--- config.mk ---
export PLATFORM = sky130hd
export DESIGN_NAME = decade_scan_ctrl_flat
export DESIGN_NICKNAME = d
export VERILOG_FILES = /design/src/rtl/decade_scan_ctrl_if.sv /design/src/rtl/decade_scan_ctrl.sv /design/src/flat_wrapper.sv
export SDC_FILE = /design/constraint.sdc
export NUM_CORES = 1
export LEC_CHECK = 0
export ABC_AREA = 1
export BUFFER_PORTS_ARGS = -buffer_cell sky130_fd_sc_hd__buf_2
export CORE_AREA = 2 2 81 64
export CTS_CLUSTER_DIAMETER = 120
export DETAILED_ROUTE_END_ITERATION = 6
export DIE_AREA = 0 0 83 66
export PLACE_DENSITY = 0.72
export SLEW_MARGIN = 20
export SYNTH_ARGS = -nofsm -noshare
export SYNTH_HDL_FRONTEND = slang
export SYNTH_SLANG_ARGS = --single-unit
--- constraint.sdc ---
create_clock -name clk -period 5.4 [get_ports clk]
set_clock_uncertainty 0.1 [all_clocks]
set_input_delay 0 -clock clk [delete_from_list [all_inputs] [get_ports clk]]
set_output_delay 0 -clock clk [all_outputs]
set_load 0.005 [all_outputs]
--- src/rtl/decade_scan_ctrl_if.sv ---
// rtl/decade_scan_ctrl_if.sv - digit stream between scan controller and sink
interface decade_scan_ctrl_if #(
    parameter int IW = 2
);
    logic          valid;
    logic          ready;
    logic [3:0]    digit;
    logic [IW-1:0] idx;
    logic          last;

    modport master (output valid, output digit, output idx, output last, input ready);
    modport slave  (input valid, input digit, input idx, input last, output ready);
endinterface

--- src/rtl/decade_scan_ctrl.sv ---
// rtl/decade_scan_ctrl.sv - prescaled BCD counter with 2421 digit scan stream
module decade_scan_ctrl #(
    parameter int DIGITS = 4,
    parameter int DIV    = 10,
    parameter int IW     = 2
) (
    input  logic                clk,
    input  logic                rst,
    input  logic                en,
    input  logic                clr,
    input  logic                start,
    decade_scan_ctrl_if.master  sink,
    output logic                busy,
    output logic [4*DIGITS-1:0] bcd,
    output logic                wrap
);
    localparam int              PW       = (DIV > 1) ? $clog2(DIV) : 1;
    localparam logic [PW-1:0]   PRE_LAST = PW'(DIV - 1);
    localparam logic [IW-1:0]   IDX_LAST = IW'(DIGITS - 1);

    typedef enum logic {S_IDLE = 1'b0, S_SEND = 1'b1} state_t;

    state_t              state_q, state_d;
    logic [PW-1:0]       pre_q, pre_d;
    logic [4*DIGITS-1:0] bcd_q, bcd_d;
    logic [4*DIGITS-1:0] snap_q, snap_d;
    logic [4*DIGITS-1:0] inc;
    logic [IW-1:0]       idx_q, idx_d;
    logic                roll_q, roll_d;
    logic                wrap_q, wrap_d;
    logic                tick;
    logic                carry;
    logic                all_nines;
    logic [3:0]          sel;

    assign tick = en && (pre_q == PRE_LAST);
    assign bcd  = bcd_q;
    assign wrap = wrap_q;

    // Decimal ripple increment, prescaler step and wrap pipeline; clr beats tick
    always_comb begin
        carry     = tick;
        all_nines = 1'b1;
        inc       = bcd_q;
        for (int i = 0; i < DIGITS; i++) begin
            if (bcd_q[4*i +: 4] != 4'd9) begin
                all_nines = 1'b0;
            end
            if (carry) begin
                if (bcd_q[4*i +: 4] == 4'd9) begin
                    inc[4*i +: 4] = 4'd0;
                end else begin
                    inc[4*i +: 4] = bcd_q[4*i +: 4] + 4'd1;
                    carry         = 1'b0;
                end
            end
        end
        pre_d  = pre_q;
        bcd_d  = bcd_q;
        roll_d = 1'b0;
        wrap_d = 1'b0;
        if (clr) begin
            pre_d = '0;
            bcd_d = '0;
        end else begin
            wrap_d = roll_q;
            if (en) begin
                pre_d = tick ? '0 : pre_q + 1'b1;
            end
            if (tick) begin
                bcd_d  = inc;
                roll_d = all_nines;
            end
        end
    end

    // Count-side registers
    always_ff @(posedge clk or posedge rst) begin
        if (rst) begin
            pre_q  <= '0;
            bcd_q  <= '0;
            roll_q <= 1'b0;
            wrap_q <= 1'b0;
        end else begin
            pre_q  <= pre_d;
            bcd_q  <= bcd_d;
            roll_q <= roll_d;
            wrap_q <= wrap_d;
        end
    end

    // Scan state register
    always_ff @(posedge clk or posedge rst) begin
        if (rst) begin
            state_q <= S_IDLE;
        end else begin
            state_q <= state_d;
        end
    end

    // Scan next state: start only honoured in IDLE, leave SEND after last transfer
    always_comb begin
        state_d = state_q;
        case (state_q)
            S_IDLE: if (start) state_d = S_SEND;
            S_SEND: if (sink.ready && (idx_q == IDX_LAST)) state_d = S_IDLE;
            default: state_d = S_IDLE;
        endcase
    end

    // Snapshot the live count on an accepted start, advance idx on each transfer
    always_comb begin
        snap_d = snap_q;
        idx_d  = idx_q;
        if (state_q == S_IDLE) begin
            if (start) begin
                snap_d = bcd_q;
                idx_d  = '0;
            end
        end else if (sink.ready) begin
            idx_d = (idx_q == IDX_LAST) ? '0 : idx_q + 1'b1;
        end
    end

    // Snapshot and index registers
    always_ff @(posedge clk or posedge rst) begin
        if (rst) begin
            snap_q <= '0;
            idx_q  <= '0;
        end else begin
            snap_q <= snap_d;
            idx_q  <= idx_d;
        end
    end

    // Stream outputs from registers through the single shared 2421 converter
    always_comb begin
        sel = snap_q[3:0];
        for (int i = 0; i < DIGITS; i++) begin
            if (idx_q == IW'(i)) begin
                sel = snap_q[4*i +: 4];
            end
        end
        sink.valid = (state_q == S_SEND);
        busy       = (state_q == S_SEND);
        sink.idx   = idx_q;
        sink.last  = (state_q == S_SEND) && (idx_q == IDX_LAST);
        sink.digit = (sel > 4'd4) ? sel + 4'd6 : sel;
    end
endmodule

--- src/flat_wrapper.sv ---
// flat-port wrapper written by rule: the top's interface ports become plain ports
module decade_scan_ctrl_flat 
#(
    parameter int DIGITS = 4,
    parameter int DIV    = 10,
    parameter int IW     = 2
)
  (clk, rst, en, clr, start, busy, bcd, wrap, sink_valid, sink_digit, sink_idx, sink_last, sink_ready);
  decade_scan_ctrl_if #(.IW(IW)) sink_i ();
  input  logic clk;
  input  logic rst;
  input  logic en;
  input  logic clr;
  input  logic start;
  output logic busy;
  output logic [4*DIGITS-1:0] bcd;
  output logic wrap;
  output wire logic [$bits(sink_i.valid)-1:0] sink_valid;
  output wire logic [$bits(sink_i.digit)-1:0] sink_digit;
  output wire logic [$bits(sink_i.idx)-1:0] sink_idx;
  output wire logic [$bits(sink_i.last)-1:0] sink_last;
  input wire logic [$bits(sink_i.ready)-1:0] sink_ready;
  assign sink_valid = sink_i.valid;
  assign sink_digit = sink_i.digit;
  assign sink_idx = sink_i.idx;
  assign sink_last = sink_i.last;
  assign sink_i.ready = sink_ready;
  decade_scan_ctrl #(.DIGITS(DIGITS), .DIV(DIV), .IW(IW)) u_core (.clk(clk), .rst(rst), .en(en), .clr(clr), .start(start), .sink(sink_i), .busy(busy), .bcd(bcd), .wrap(wrap));
endmodule
==> results.yml, run 1 <==
yosys:
  ys.flop_type: "dfrtp_1"
  syn_area_um2: 2260
  synth-seq-cells: 41
  synthDistinctLibCells: 33
  netlist.area_leader.share: 0.454
  synthCells: 264
  syn-num-nets: 284
  yosys.area.top_type: "dfrtp_1"
  synth-edff-count: 0
  async_flop_share: 1.00
  yosysWarnings: 0
  syn_avg_cell_area_um2: 8.56
  synth-seq-area-share: 0.454
  synth_common_cells: "55 x nand2_1, 41 x dfrtp_1, 36 x inv_1"
  synth_most_common_cell: "nand2_1"
  synth.area.top_cells: "dfrtp_1 45%, nand2_1 9.1%, ha_1 7.7%"
grt:
  grt_use_total: 0.170
  grt_pass1_vias: 1600
  grt_overflow: 0
  grt_max_degree: 42
  grt_pass1_wl_um: 7400
  antenna_found_initial: 0
sta:
  rsz0062_at_grt: "false"
  min_period_over_period: 0.433
  worstMarginPinSlew_ps: 803
  hold-worst-slack_ps: 272
  fin_crit_ps: 2340
  slew_headroom: 0.463
  fin_ws_ps: 3060
  slew_viol_final: 0
  tns_ps: 0
  final-hold-violation-count: 0
  fmax_mhz: 428
  setup_viol: 0
detailed_routing:
  ant_nets: 0
  via_count: 1788
  drc: 0
  first_pass_iters: 5
  wl_per_cell_um: 11.9
  routed_wl_um: 4320
  via_per_inst: 4.93
  drt_first_iter_violations: 68
clocking:
  cts_made_buffers: 5
  insertion_delay_ps: 290
  clk_pin_slew_ps: 70
  h-tree-depth: 2
  postCtsSetupRepairBufs: 0
  cts_sinks: 41
  cts_root_buf: "clkbuf_8"
  cts_tree: "yes"
  clock_path_buffers: 2
  ctsResizeCount: 0
die:
  fp-row-count: 22
  start_util: 0.480
  fp.dieW_um: 83
  num_io_pins: 32
  core_area_um2: 4710
  die_y_um: 66
  dieArea_um2: 5480
final_layout:
  nets: 323
  diodes: 0
  final_cells: 363
  drive_gt1_frac: 0.201
  n_fill_cell: 433
  areaGrowthSynthToFinish_pct: 15.6
  utilization: 0.555
setup_path:
  required_ps: 5300
  start_kind: "register"
  critPathMaxFanout: 5
  r2r-end: "u_core.bcd[15]"
  rr_startpoint: "u_core.bcd[1]"
  crit_arrival_ps: 2240
  endpoint_kind: "primary output"
  r2r_cells: 9
  crit_type: "reg -> out"
  rrSetupSlack_ps: 3720
power_and_ir_drop:
  peakVddDrop_uv: 241
  powerDensity_nw_per_um2: 372
  p_leak_nw: 1.35
place:
  globalplace.congestion: 0.843
  dp_slack_ps: 3380
  dp_hpwl_um: 3200
  port_buffers: 31
  placedCellCount: 350
run:
  maxCapViolCount: 0
hold_path:
  hold_path.class: "in -> async"
outcome:
  status: "completed"
[cell families after synthesis]
kind of cell	count (synthesis)	synth area share
compound gates	44	0.116
xor+xnor	4	0.0155
mux	2	0.00996
flops	41	0.454
buf+inv	44	0.0775
fa+ha+maj	14	0.0775
simple gates	115	0.250
[through the flow]
stage,power [mW],cell area (um^2)
2_1_floorplan,0.667,2260
3_3_place_gp,0.763,2470
3_5_place_dp,0.775,2470
4_1_cts,0.986,2610
5_1_grt,1.06,2610
6_report,0.971,2610
[critical path, stage by stage (launching register included)]
cell     delay, ps
dfrtp_1        400
inv_1           70
ha_1           240
inv_2          100
nand2_1         50
nand2_1         50
nand2_1         40
a21oi_1        260
inv_1           80
ha_1           220
xor2_1         150
and2_1         150
buf_2          120
[layout by cell type, fill, tap and decap left out, types with 2 or more instances in the layout]
master / count
buf_2: 31
nand4_1: 3
ha_1: 14
nand2_4: 2
nand3_1: 19
nand3_2: 2
nor3_1: 3
mux2_2: 2
nand2_1: 55
o22ai_1: 6
nor2_1: 17
inv_2: 2
dlygate4sd3_1: 6
dfrtp_1: 41
o21ai_2: 2
xor2_1: 3
inv_1: 36
o21ai_0: 19
nand2_2: 7
a21oi_1: 13
clkbuf_8: 6
[state kept, by name, summed over array words and instances (netlist names)]
| signal | count |
|---|---|
| u_core.sink.idx | 2 |
| u_core.busy | 1 |
| u_core.roll_q | 1 |
| u_core.bcd | 16 |
| u_core.wrap | 1 |
| u_core.pre_q | 4 |
| u_core.snap_q | 16 |
[worst max-delay path by stage]
stage / from / end / slack (ps) / cells past startpoint
global placement: u_core.sink.idx[1] / sink_digit[3] / 3480 / 12
global route: u_core.sink.idx[1] / sink_digit[3] / 2860 / 12
CTS: u_core.sink.idx[1] / sink_digit[3] / 3050 / 12
floorplan: u_core.sink.idx[1] / sink_digit[3] / 3640 / 11
finish: u_core.sink.idx[1] / sink_digit[3] / 3060 / 12
detailed placement: u_core.sink.idx[1] / sink_digit[3] / 3380 / 12
[routing by layer]
metal	global-route usage	routed length, um	vias up
li1	-	-	931
met1	0.246	2270	817
met2	0.244	1810	34
met3	0.0512	191	6
met4	0.0492	52	0
met5	0	0	-
[report_power, final]
group / switching, mW / total (mW) / internal [mW]
clock: 0.0991 / 0.200 / 0.101
sequential: 0.0504 / 0.413 / 0.362
combinational: 0.202 / 0.358 / 0.156
[what timing repair did]
action                                  CTS  global route
hold buffers                              6             0
hold endpoints to repair                 48             0
endpoints found under the setup margin    0             0
[area by class of cell]
type | instances | area [um^2] | area share
Inverter | 38 | 143 | 0.0546
Multi-Input combinational cell | 179 | 1060 | 0.406
Clock buffer | 7 | 86.3 | 0.0330
Tap cell | 60 | 75.1 | 0.0287
Sequential cell | 41 | 1030 | 0.393
Timing Repair Buffer | 38 | 223 | 0.0852
Power figures use the tool's default switching activity.
==> run 2, diff against run 1 <==
clock period = 2.3 ns   (was 5.4 ns; I/O delays follow)
==> results.yml, run 2 (synthesis gave the netlist of run 1 again) <==
detailed_routing:
  via_per_inst: 4.88
  ant_nets: 0
  wl_per_cell_um: 12.2
  drc: 0
  via_count: 1791
  routed_wl_um: 4480
  first_pass_iters: 4
  drt_first_iter_violations: 93
final_layout:
  ff_latch_area_um2: 1030
  multi_input_area_um2: 1100
  final_common_cell: "nand2_1"
  final_cell_mix: "54 x nand2_1, 40 x dfrtp_1, 34 x inv_1"
  n_fill_cell: 433
  stdcell_area_um2: 2670
  diodes: 0
  areaGrowthSynthToFinish_pct: 18.3
  drive_gt1_frac: 0.238
  utilization: 0.568
  nets: 326
clocking:
  cts_tree: "yes"
  clock_path_buffers: 2
  cts_sinks: 41
  insertion_delay_ps: 290
  cts_root_buf: "clkbuf_8"
  h-tree-depth: 2
  cts_made_buffers: 5
  clk_pin_slew_ps: 80
grt:
  grt_overflow: 0
  grt_pass1_vias: 1718
  grt_pass1_wl_um: 7880
  antenna_found_initial: 0
  grt_use_total: 0.182
  grt_max_degree: 42
die:
  num_io_pins: 32
  core_area_um2: 4710
  fp.dieW_um: 83
  fp-row-count: 22
  dieArea_um2: 5480
  start_util: 0.480
  die_y_um: 66
place:
  dp_hpwl_um: 3290
  placed_cell_area_um2: 2470
  globalplace.congestion: 0.831
  port_buffers: 31
setup_path:
  r2r_cells: 9
  crit_type: "reg -> out"
  endpoint_kind: "primary output"
  critPathMaxFanout: 5
  required_ps: 2200
  rr_startpoint: "u_core.bcd[1]"
  crit_arrival_ps: 2060
  r2r-end: "u_core.bcd[15]"
  rrSetupSlack_ps: 610
  start_kind: "register"
power_and_ir_drop:
  p_leak_nw: 1.36
  powerDensity_nw_per_um2: 886
  peakVddDrop_uv: 562
sta:
  rsz0062_at_grt: "false"
  fin_crit_ps: 2160
  min_period_over_period: 0.940
  final-hold-violation-count: 0
  slew_headroom: 0.630
  tns_ps: 0
  slew_viol_final: 0
  setup_viol: 0
  worstMarginPinSlew_ps: 553
  fmax_mhz: 462
run:
  maxCapViolCount: 0
hold_path:
  hold_path.class: "in -> async"
outcome:
  status: "completed"
==> run 2: final cells by class <==
class / instances / area share
timing repair buffer: 41 / 0.0917
tap: 60 / 0.0281
clock inverter: 2 / 0.00374
clock buffer: 6 / 0.0271
multi-input combinational: 179 / 0.412
inverter: 38 / 0.0533
sequential: 41 / 0.384
==> run 2: worst max path at each step <==
stage,startpoint,endpoint,cells past startpoint
2_1_floorplan,u_core.sink.idx[1],sink_digit[3],11
3_3_place_gp,u_core.sink.idx[1],sink_digit[3],12
3_5_place_dp,u_core.sink.idx[1],sink_digit[3],12
4_1_cts,u_core.sink.idx[1],sink_digit[3],12
5_1_grt,u_core.sink.idx[0],sink_digit[3],11
6_report,u_core.sink.idx[1],sink_digit[3],10
==> run 2: per-layer routing <==
| layer | wire [um] | vias to the layer above | share of wire | track usage |
|---|---|---|---|---|
| met5 | 0 | - | 0 | 0 |
| met4 | 58 | 0 | 0.013 | 0.0574 |
| met3 | 203 | 5 | 0.045 | 0.0487 |
| met2 | 1920 | 40 | 0.43 | 0.265 |
| met1 | 2300 | 806 | 0.51 | 0.265 |
| li1 | - | 940 | - | - |
==> run 2: report_power, final <==
part	internal [mW]	total, mW	switching [mW]	leakage [nW]
logic	0.420	0.946	0.526	0.768
clock network	0.210	0.454	0.244	0.0450
registers	0.852	0.967	0.115	0.546
==> run 2: critical path, cell delays in order, from the launching register on <==
cell	delay [ps]
dfrtp_1	380
buf_4	160
ha_2	200
inv_2	90
nand2_2	80
a21oi_4	170
inv_1	70
ha_1	200
xor2_1	150
and2_1	150
buf_2	120
==> run 2: what timing repair did <==
item | 4_1_cts | 5_1_grt
pin swaps | 0 | 1
buffers inserted | 0 | 2
endpoints found under the hold margin | 49 | 0
setup endpoints to repair | 1 | 2
gates resized for setup | 1 | 10
hold buffers | 6 | 0
==> run 2: through the flow <==
| step | power, mW | hold WS, ps | setup slack (ps) | std cells |
|---|---|---|---|---|
| finish | 2.37 | 270 | 138 | 367 |
| global route | 2.59 | 351 | 10.4 | 367 |
| CTS | 2.31 | 298 | 41.0 | 365 |
| detailed placement | 1.83 | 60.9 | 289 | 351 |
| global placement | 1.80 | 50.0 | 385 | 351 |
| floorplan | 1.57 | -34.8 | 536 | 264 |
